==> src/rtl/axi_lite_master_ctrl.sv <==
// AXI4-Lite initiator: turns one valid/ready command into a full AXI4-Lite
// write or read. One transaction is in flight at a time, and its result is
// held on the rsp_* port until the requester consumes it.
//
// Ports:
//   ACLK, ARESET        clock (rising edge) and async active-high reset
//   cmd_*               command request; cmd_ready is high only in IDLE
//   rsp_*               held response: kind, read data, BRESP/RRESP, timeout
//   busy                a transaction is in progress
//   M_AXI_AW*/W*/B*     AXI4-Lite write address, data and response channels
//   M_AXI_AR*/R*        AXI4-Lite read address and data channels
//
// Build option: define AXI_MASTER_TIMEOUT_EN to abort transactions that wait
// longer than TIMEOUT_CYCLES. When the option is off, rsp_timeout is tied to 0.

module axi_lite_master_ctrl #(
    parameter int ADDR_WIDTH     = 12,
    parameter int DATA_WIDTH     = 32,
    parameter int TIMEOUT_CYCLES = 256
) (
    input  logic                    ACLK,
    input  logic                    ARESET,
    input  logic                    cmd_valid,
    output logic                    cmd_ready,
    input  logic                    cmd_write,
    input  logic [ADDR_WIDTH-1:0]   cmd_addr,
    input  logic [DATA_WIDTH-1:0]   cmd_wdata,
    input  logic [DATA_WIDTH/8-1:0] cmd_wstrb,
    output logic                    rsp_valid,
    input  logic                    rsp_ready,
    output logic                    rsp_write,
    output logic [DATA_WIDTH-1:0]   rsp_rdata,
    output logic [1:0]              rsp_resp,
    output logic                    rsp_timeout,
    output logic                    busy,
    output logic [ADDR_WIDTH-1:0]   M_AXI_AWADDR,
    output logic                    M_AXI_AWVALID,
    input  logic                    M_AXI_AWREADY,
    output logic [DATA_WIDTH-1:0]   M_AXI_WDATA,
    output logic [DATA_WIDTH/8-1:0] M_AXI_WSTRB,
    output logic                    M_AXI_WVALID,
    input  logic                    M_AXI_WREADY,
    input  logic [1:0]              M_AXI_BRESP,
    input  logic                    M_AXI_BVALID,
    output logic                    M_AXI_BREADY,
    output logic [ADDR_WIDTH-1:0]   M_AXI_ARADDR,
    output logic                    M_AXI_ARVALID,
    input  logic                    M_AXI_ARREADY,
    input  logic [DATA_WIDTH-1:0]   M_AXI_RDATA,
    input  logic [1:0]              M_AXI_RRESP,
    input  logic                    M_AXI_RVALID,
    output logic                    M_AXI_RREADY
);

    localparam int STRB_WIDTH = DATA_WIDTH / 8;

    if (TIMEOUT_CYCLES < 1) begin : g_bad_timeout
        $error("TIMEOUT_CYCLES must be at least 1");
    end

    typedef enum logic [2:0] {
        IDLE,
        WR_REQ,
        WR_RESP,
        RD_REQ,
        RD_RESP,
        RSP
    } state_t;

    state_t                  state, state_nxt;
    logic [ADDR_WIDTH-1:0]   awaddr_nxt, araddr_nxt;
    logic [DATA_WIDTH-1:0]   wdata_nxt, rdata_nxt;
    logic [STRB_WIDTH-1:0]   wstrb_nxt;
    logic                    awvalid_nxt, wvalid_nxt, arvalid_nxt;
    logic                    bready_nxt, rready_nxt;
    logic                    aw_done, aw_done_nxt;
    logic                    w_done, w_done_nxt;
    logic                    rvalid_nxt, rwrite_nxt;
    logic [1:0]              resp_nxt;
    logic                    aw_hs, w_hs, b_hs, ar_hs, r_hs;

    assign aw_hs = M_AXI_AWVALID & M_AXI_AWREADY;
    assign w_hs  = M_AXI_WVALID  & M_AXI_WREADY;
    assign b_hs  = M_AXI_BREADY  & M_AXI_BVALID;
    assign ar_hs = M_AXI_ARVALID & M_AXI_ARREADY;
    assign r_hs  = M_AXI_RREADY  & M_AXI_RVALID;

    assign cmd_ready = (state == IDLE);
    assign busy      = (state != IDLE);

`ifdef AXI_MASTER_TIMEOUT_EN
    localparam int CNT_W = $clog2(TIMEOUT_CYCLES + 1);

    logic [CNT_W-1:0] cnt, cnt_nxt;
    logic             wr, wr_nxt;
    logic             tout, tout_nxt;

    assign rsp_timeout = tout;
`else
    assign rsp_timeout = 1'b0;
`endif

    always_ff @(posedge ACLK or posedge ARESET) begin
        if (ARESET) begin
            state         <= IDLE;
            M_AXI_AWADDR  <= '0;
            M_AXI_WDATA   <= '0;
            M_AXI_WSTRB   <= '0;
            M_AXI_ARADDR  <= '0;
            M_AXI_AWVALID <= 1'b0;
            M_AXI_WVALID  <= 1'b0;
            M_AXI_ARVALID <= 1'b0;
            M_AXI_BREADY  <= 1'b0;
            M_AXI_RREADY  <= 1'b0;
            aw_done       <= 1'b0;
            w_done        <= 1'b0;
            rsp_valid     <= 1'b0;
            rsp_write     <= 1'b0;
            rsp_rdata     <= '0;
            rsp_resp      <= 2'b00;
`ifdef AXI_MASTER_TIMEOUT_EN
            cnt           <= '0;
            wr            <= 1'b0;
            tout          <= 1'b0;
`endif
        end else begin
            state         <= state_nxt;
            M_AXI_AWADDR  <= awaddr_nxt;
            M_AXI_WDATA   <= wdata_nxt;
            M_AXI_WSTRB   <= wstrb_nxt;
            M_AXI_ARADDR  <= araddr_nxt;
            M_AXI_AWVALID <= awvalid_nxt;
            M_AXI_WVALID  <= wvalid_nxt;
            M_AXI_ARVALID <= arvalid_nxt;
            M_AXI_BREADY  <= bready_nxt;
            M_AXI_RREADY  <= rready_nxt;
            aw_done       <= aw_done_nxt;
            w_done        <= w_done_nxt;
            rsp_valid     <= rvalid_nxt;
            rsp_write     <= rwrite_nxt;
            rsp_rdata     <= rdata_nxt;
            rsp_resp      <= resp_nxt;
`ifdef AXI_MASTER_TIMEOUT_EN
            cnt           <= cnt_nxt;
            wr            <= wr_nxt;
            tout          <= tout_nxt;
`endif
        end
    end

    always_comb begin
        state_nxt   = state;
        awaddr_nxt  = M_AXI_AWADDR;
        wdata_nxt   = M_AXI_WDATA;
        wstrb_nxt   = M_AXI_WSTRB;
        araddr_nxt  = M_AXI_ARADDR;
        awvalid_nxt = M_AXI_AWVALID;
        wvalid_nxt  = M_AXI_WVALID;
        arvalid_nxt = M_AXI_ARVALID;
        bready_nxt  = M_AXI_BREADY;
        rready_nxt  = M_AXI_RREADY;
        aw_done_nxt = aw_done;
        w_done_nxt  = w_done;
        rvalid_nxt  = rsp_valid;
        rwrite_nxt  = rsp_write;
        rdata_nxt   = rsp_rdata;
        resp_nxt    = rsp_resp;
`ifdef AXI_MASTER_TIMEOUT_EN
        cnt_nxt     = cnt;
        wr_nxt      = wr;
        tout_nxt    = tout;
`endif

        unique case (state)
            IDLE: begin
                if (cmd_valid) begin
                    if (cmd_write) begin
                        state_nxt   = WR_REQ;
                        awaddr_nxt  = cmd_addr;
                        wdata_nxt   = cmd_wdata;
                        wstrb_nxt   = cmd_wstrb;
                        awvalid_nxt = 1'b1;
                        wvalid_nxt  = 1'b1;
                        aw_done_nxt = 1'b0;
                        w_done_nxt  = 1'b0;
                    end else begin
                        state_nxt   = RD_REQ;
                        araddr_nxt  = cmd_addr;
                        arvalid_nxt = 1'b1;
                    end
                end
            end
            WR_REQ: begin
                // AW and W complete independently, in either order or together.
                if (aw_hs) begin
                    awvalid_nxt = 1'b0;
                    aw_done_nxt = 1'b1;
                end
                if (w_hs) begin
                    wvalid_nxt = 1'b0;
                    w_done_nxt = 1'b1;
                end
                if ((aw_done | aw_hs) & (w_done | w_hs)) begin
                    state_nxt  = WR_RESP;
                    bready_nxt = 1'b1;
                end
            end
            WR_RESP: begin
                if (b_hs) begin
                    state_nxt  = RSP;
                    bready_nxt = 1'b0;
                    rvalid_nxt = 1'b1;
                    rwrite_nxt = 1'b1;
                    rdata_nxt  = '0;
                    resp_nxt   = M_AXI_BRESP;
                end
            end
            RD_REQ: begin
                if (ar_hs) begin
                    state_nxt   = RD_RESP;
                    arvalid_nxt = 1'b0;
                    rready_nxt  = 1'b1;
                end
            end
            RD_RESP: begin
                if (r_hs) begin
                    state_nxt  = RSP;
                    rready_nxt = 1'b0;
                    rvalid_nxt = 1'b1;
                    rwrite_nxt = 1'b0;
                    rdata_nxt  = M_AXI_RDATA;
                    resp_nxt   = M_AXI_RRESP;
                end
            end
            RSP: begin
                if (rsp_ready) begin
                    state_nxt  = IDLE;
                    rvalid_nxt = 1'b0;
                end
            end
            default: state_nxt = IDLE;
        endcase

`ifdef AXI_MASTER_TIMEOUT_EN
        if (state == IDLE) begin
            // Holding cnt at 0 in IDLE is what clears it on WR_REQ/RD_REQ entry.
            cnt_nxt = '0;
            wr_nxt  = cmd_write;
            if (cmd_valid)
                tout_nxt = 1'b0;
        end else if (state != RSP) begin
            cnt_nxt = cnt + CNT_W'(1);
            // Abort wins over any handshake landing on the same edge.
            if (cnt == CNT_W'(TIMEOUT_CYCLES)) begin
                state_nxt   = RSP;
                awvalid_nxt = 1'b0;
                wvalid_nxt  = 1'b0;
                arvalid_nxt = 1'b0;
                bready_nxt  = 1'b0;
                rready_nxt  = 1'b0;
                rvalid_nxt  = 1'b1;
                rwrite_nxt  = wr;
                rdata_nxt   = '0;
                resp_nxt    = 2'b10;
                tout_nxt    = 1'b1;
            end
        end
`endif
    end

endmodule

==> config.mk <==
export PLATFORM = sky130hd
export DESIGN_NAME = axi_lite_master_ctrl
export DESIGN_NICKNAME = d
export VERILOG_FILES = /design/src/rtl/axi_lite_master_ctrl.sv
export SDC_FILE = /design/constraint.sdc
export NUM_CORES = 1
export LEC_CHECK = 0
export ABC_CLOCK_PERIOD_IN_PS = 3150
export CAP_MARGIN = 20
export CORE_MARGIN = 8
export CORE_UTILIZATION = 38
export DETAILED_ROUTE_END_ITERATION = 10
export GPL_ROUTABILITY_DRIVEN = 0
export PLACE_DENSITY = 0.77
export SYNTH_ARGS = -nofsm -noshare
export SYNTH_HDL_FRONTEND = slang
export SYNTH_SLANG_ARGS = --single-unit
export TNS_END_PERCENT = 50
==> constraint.sdc <==
create_clock -name ACLK -period 3.15 [get_ports ACLK]
set_clock_uncertainty 0.1 [all_clocks]
set_input_delay 0.4725 -clock ACLK [delete_from_list [all_inputs] [get_ports ACLK]]
set_output_delay 0.4725 -clock ACLK [all_outputs]
set_load 0.1 [all_outputs]
# Word level (Yosys, flattened, before mapping)
# Cells that the tools add are included.
[word_totals] regBits=106 latch_bits=0 ram_bits=0 romBits=0 inputBits=94 output_inout_bits=104 word_cells=99 memories=0
[classes] add_sub_neg=0 n_mul=0 n_div=0 magnitude_cmp=0 eq_ne=15 shifts=0 mux=41 n_bitwise=9 reduce_logical=18
[ops] operator="two-way mux 32 bit" n=2
[ops] operator="case mux 32 bit (2 select lines)" n=1
[ops] operator="two-way mux 1 bit" n=18
[ops] operator="two-way mux 3 bit" n=6
[ops] operator="inequality test 2 bit, second input constant" n=9
[ops] operator="case mux 3 bit (6 select lines)" n=1
[ops] operator="case mux 1 bit (2 select lines)" n=8
[ops] operator="AND reduction 4 bit" n=4
[ops] operator="AND reduction 3 bit" n=5
[ops] operator="nonzero test 2 bit" n=5
[ops] operator="bitwise AND 1 bit" n=6
[ops] operator="equality test 3 x 2 -> 1 bit, second input constant" n=2
[ops] operator="equality test 3 bit, second input constant" n=2
[ops] operator="two-way mux 2 bit" n=3
[ops] operator="AND reduction 6 bit" n=1
[ops] operator="nonzero test 3 bit" n=2
[ops] operator="case mux 2 bit (2 select lines)" n=1
[ops] operator="equality test 3 x 1 -> 1 bit, second input constant" n=1
[ops] operator="zero test 3 bit" n=1
[ops] operator="case mux 1 bit (3 select lines)" n=1
[ops] operator="inequality test 2 x 1 -> 1 bit, second input constant" n=1
[ops] operator="bitwise OR 1 bit" n=2
[ops] operator="NOT 1 bit" n=1

# Depth between registers and ports, before layout
[depth] depth_word=5 ltp_mapped=7 ltp_nobuf=4

# Worst setup path after synthesis
# OpenSTA, ideal clock, no wires.
[synth_path] path_type="flip-flop to flip-flop" start="register state[1]" end="register M_AXI_AWADDR[10]" setup_ps=125 t_arrival_ps=2146 required_time_ps=2925 setup_slack_ps=778 path_stages_with_launch=7 path_buffers=2 synth_period_minus_slack_ps=2372 path_cell_list="dfrtp_1 > buf_2 > or3_4 > inv_2 > nand3_4 > buf_6 > mux2_4"
[synth_between] elab_chain_cells=2
[synth_rtl] element="start, declared" line_no="70" text="state_t state, state_nxt;"
[synth_rtl] element="start signal, assigned" line_no="127" text="state <= state_nxt;"
[synth_rtl] element="zero test 3 bit"
[synth_rtl] element="named net cmd_ready" line_no="24" text="output logic cmd_ready,"
[synth_rtl] element="AND reduction 3 bit (no line)"
[synth_rtl] element="end signal, assigned" line_no="128" text="M_AXI_AWADDR <= awaddr_nxt;"
[synth_rtl] element="end, declared" line_no="36" text="output logic [ADDR_WIDTH-1:0] M_AXI_AWADDR,"
# The timed path passes the listed nets, and every way through them passes these cells.
# A chain may end at the register's enable or synchronous reset.

# Worst setup path in the final report
[layout_path] start="register state[0]" end="output port cmd_ready"
[layout_between] elab_chain_cells=1
[layout_rtl] element="zero test 3 bit" line_no="88" text="assign cmd_ready = (state == IDLE);"
[layout_rtl] element="end, declared" line_no="24"
# Every way passes these cells.

==> summary.txt <==
Run status
  • Outcome: completed

Critical path
  • Startpoint types: register
  • CP required: 2580 ps
  • CP peak stage delay: 550 ps
  • Critical path type: register to output pin
  • Slowest cell on the critical path: dfrtp_1
  • Endpoint type of the worst setup path: output pin
  • Crit-path cells: or3_4 -> inv_2 -> buf_4
  • Crit path arrival time: 1750 ps
  • Critical path fanouts, max: 15

Detailed routing
  • DR DRC count: 0
  • Mean routed wirelength per cell: 17.2 µm
  • Drt pass-1 iters: 4
  • Total wire length: 12000 µm
  • Post-DRT Antenna Nets: 0
  • First DRT Iteration DRCs: 186
  • Vias: 3344
  • Vias per cell: 4.82

Synthesis
  • Biggest area consumer among synthesized cells: dfrtp_1
  • Commonest cells in the netlist: dfrtp_1 (106), mux2_4 (44), inv_1 (37), o21ai_0 (37), nand3_1 (34)
  • Async set-reset flop share out of synthesis: 100%
  • Largest cells by area after synthesis: dfrtp_1 (59%), mux2_4 (15%), o21ai_0 (4.1%), mux2_2 (4.0%), nand3_1 (3.8%)
  • Number of synthesized register bits: 106
  • Most frequent cell after synthesis: dfrtp_1
  • Ys flop type: dfrtp_1
  • Netlist cell types: 36
  • Mapped Nets: 449
  • Sequential area share after synthesis: 58.9%
  • Yosys warns: 0
  • Top-area cell type share of the netlist area: 58.9%
  • Syn avg cell area: 12.7 µm²
  • Post-Syn Area: 4500 µm²
  • Number of synthesized flops with an enable pin: 0
  • Syn Inst Count: 355

Final layout
  • Final Cell Area: 6650 µm²
  • Fill cell count: 947
  • Share of layout cells above drive strength 1: 34.7%
  • Register area: 2650 µm²
  • Area growth syn-to-layout: 47.6%
  • Ant diodes: 0
  • NumNets Final: 640
  • Multi-input gate area: 1570 µm²

Timing
  • RSZ-0062 raised after global routing: no
  • Relative slew slack: 51.1%
  • Final count of negative-setup-slack endpoints: 0
  • Hold Fails Final Rpt: 0
  • Setup tns final: 0 ps
  • Worst setup margin: 824 ps
  • Fin Hold WS: 394 ps
  • Worst slew pin tran: 732 ps
  • Peak Freq: 430 MHz
  • Period utilization: 73.8%
  • Max-slew violations: 0
  • Period minus WS final: 2330 ps

Clock tree
  • Hold_buf cts: 0
  • # H-tree levels: 3
  • Number of gates resized after CTS: 0
  • Clk slew on worst S/H paths: 70 ps
  • Root Buffer Master: clkbuf_16
  • Post-CTS setup buffer count: 0
  • Clock Latency Late Sink: 340 ps
  • CTS max path bufs: 2
  • Sink Count: 106
  • Cts bufs inserted: 9
  • TritonCTS clock tree: done

Floorplanning
  • Die H: 125 µm
  • Num rows: 39
  • I/O pin count: 198
  • Initial core utilization: 39.1%
  • Die area: 15600 µm²
  • Die width: 125 µm
  • Core area: 11500 µm²

Global routing
  • Total global routing track utilization: 15.3%
  • Initial antenna violation count: 0
  • Pin count of the biggest net entering global routing: 71
  • Number of global-route vias before repair: 3622
  • Global-route wire length before repair: 19400 µm
  • Gr ovfl total: 0

Job
  • Max_cap viols: 0

Placement
  • Detail Placement HPWL: 9050 µm
  • IO buf count: 196
  • Pre-CTS setup slack: 783 ps
  • Cell Area, Placed: 6320 µm²

Worst hold path
  • Worst Hold Class: register to register
## per-stage QoR
stage / utilization, % / instances
finish: 57.7 / 694
global route: 57.7 / 694
CTS: 57.5 / 693
detailed placement: 54.9 / 677
global placement: 54.9 / 677
floorplan: - / 355
## cell usage in the layout (no fill, tap or decap), types with 2 or more instances in the layout
cell               n
nor2b_1            3
clkbuf_16          9
mux2i_1            2
nor2_1             9
mux2_4            44
clkbuf_1           2
clkinvlp_4         2
inv_1             36
o21a_1             2
buf_4            107
clkdlybuf4s50_1   93
o2111ai_1          2
o21ai_0           37
nand3_1           34
buf_12             2
dfrtp_1          106
mux2_2            16
a21oi_1           10
nand2_1           11
mux2_1             2
## worst max-delay path: cells and delay by family, from the launching register on
family / cells / cell delay [ps]
DFF: 1 / 550
and+or+nand+nor: 1 / 490
buffers and inverters: 2 / 380
## registers in the layout, indices dropped and copies added (netlist names), 2 cells and up
register      flops
M_AXI_WSTRB       4
M_AXI_WDATA      32
rsp_resp          2
rsp_rdata        32
state             3
M_AXI_AWADDR     12
M_AXI_ARADDR     12
## final timing paths
| check | from | endpoint | slack (ps) | cells past startpoint |
|---|---|---|---|---|
| min in group asynchronous | ARESET | M_AXI_WDATA[1] | 500 | 2 |
| hold / removal | M_AXI_AWADDR[1] | M_AXI_AWADDR[1] | 390 | 1 |
| setup / recovery | state[0] | cmd_ready | 820 | 3 |
| setup reg to reg | state[0] | M_AXI_AWADDR[1] | 880 | 5 |
| max in group asynchronous | ARESET | M_AXI_WSTRB[1] | 1640 | 3 |
| hold reg to reg | M_AXI_AWADDR[1] | M_AXI_AWADDR[1] | 390 | 1 |
## per-layer routing
| metal | global-route usage (%) | vias up | part of all wire (%) | wire (µm) |
|---|---|---|---|---|
| met5 | 0 | - | 0 | 0 |
| met4 | 5.09 | 0 | 1.2 | 143 |
| met3 | 5.09 | 9 | 7.5 | 897 |
| met2 | 24.3 | 141 | 47 | 5580 |
| met1 | 19.0 | 1609 | 45 | 5340 |
| li1 | - | 1585 | - | - |
## cell type report
cell class | instances | area share [%]
flip-flops and latches | 106 | 39.9
clock buffers | 12 | 3.71
inverters | 38 | 2.20
clock inverters | 4 | 0.772
multi-input cells | 188 | 23.6
repair buffers | 203 | 27.1
well taps | 143 | 2.69
## logic make-up (layout without fill, tap and decap cells)
logic type | after synthesis | in the layout | share of synthesized area (%)
flip-flops | 106 | 106 | 58.9
AND/OR/NAND/NOR | 67 | 67 | 7.89
multiplexers | 64 | 64 | 19.6
buffers and inverters | 61 | 257 | 6.22
AO/OA/AOI/OAI | 56 | 56 | 7.31
other | 1 | 1 | 0.0833
Power is left out: the tool's default activity adds up to more than one toggle a clock period on the data nets, which glitch-free logic cannot reach.
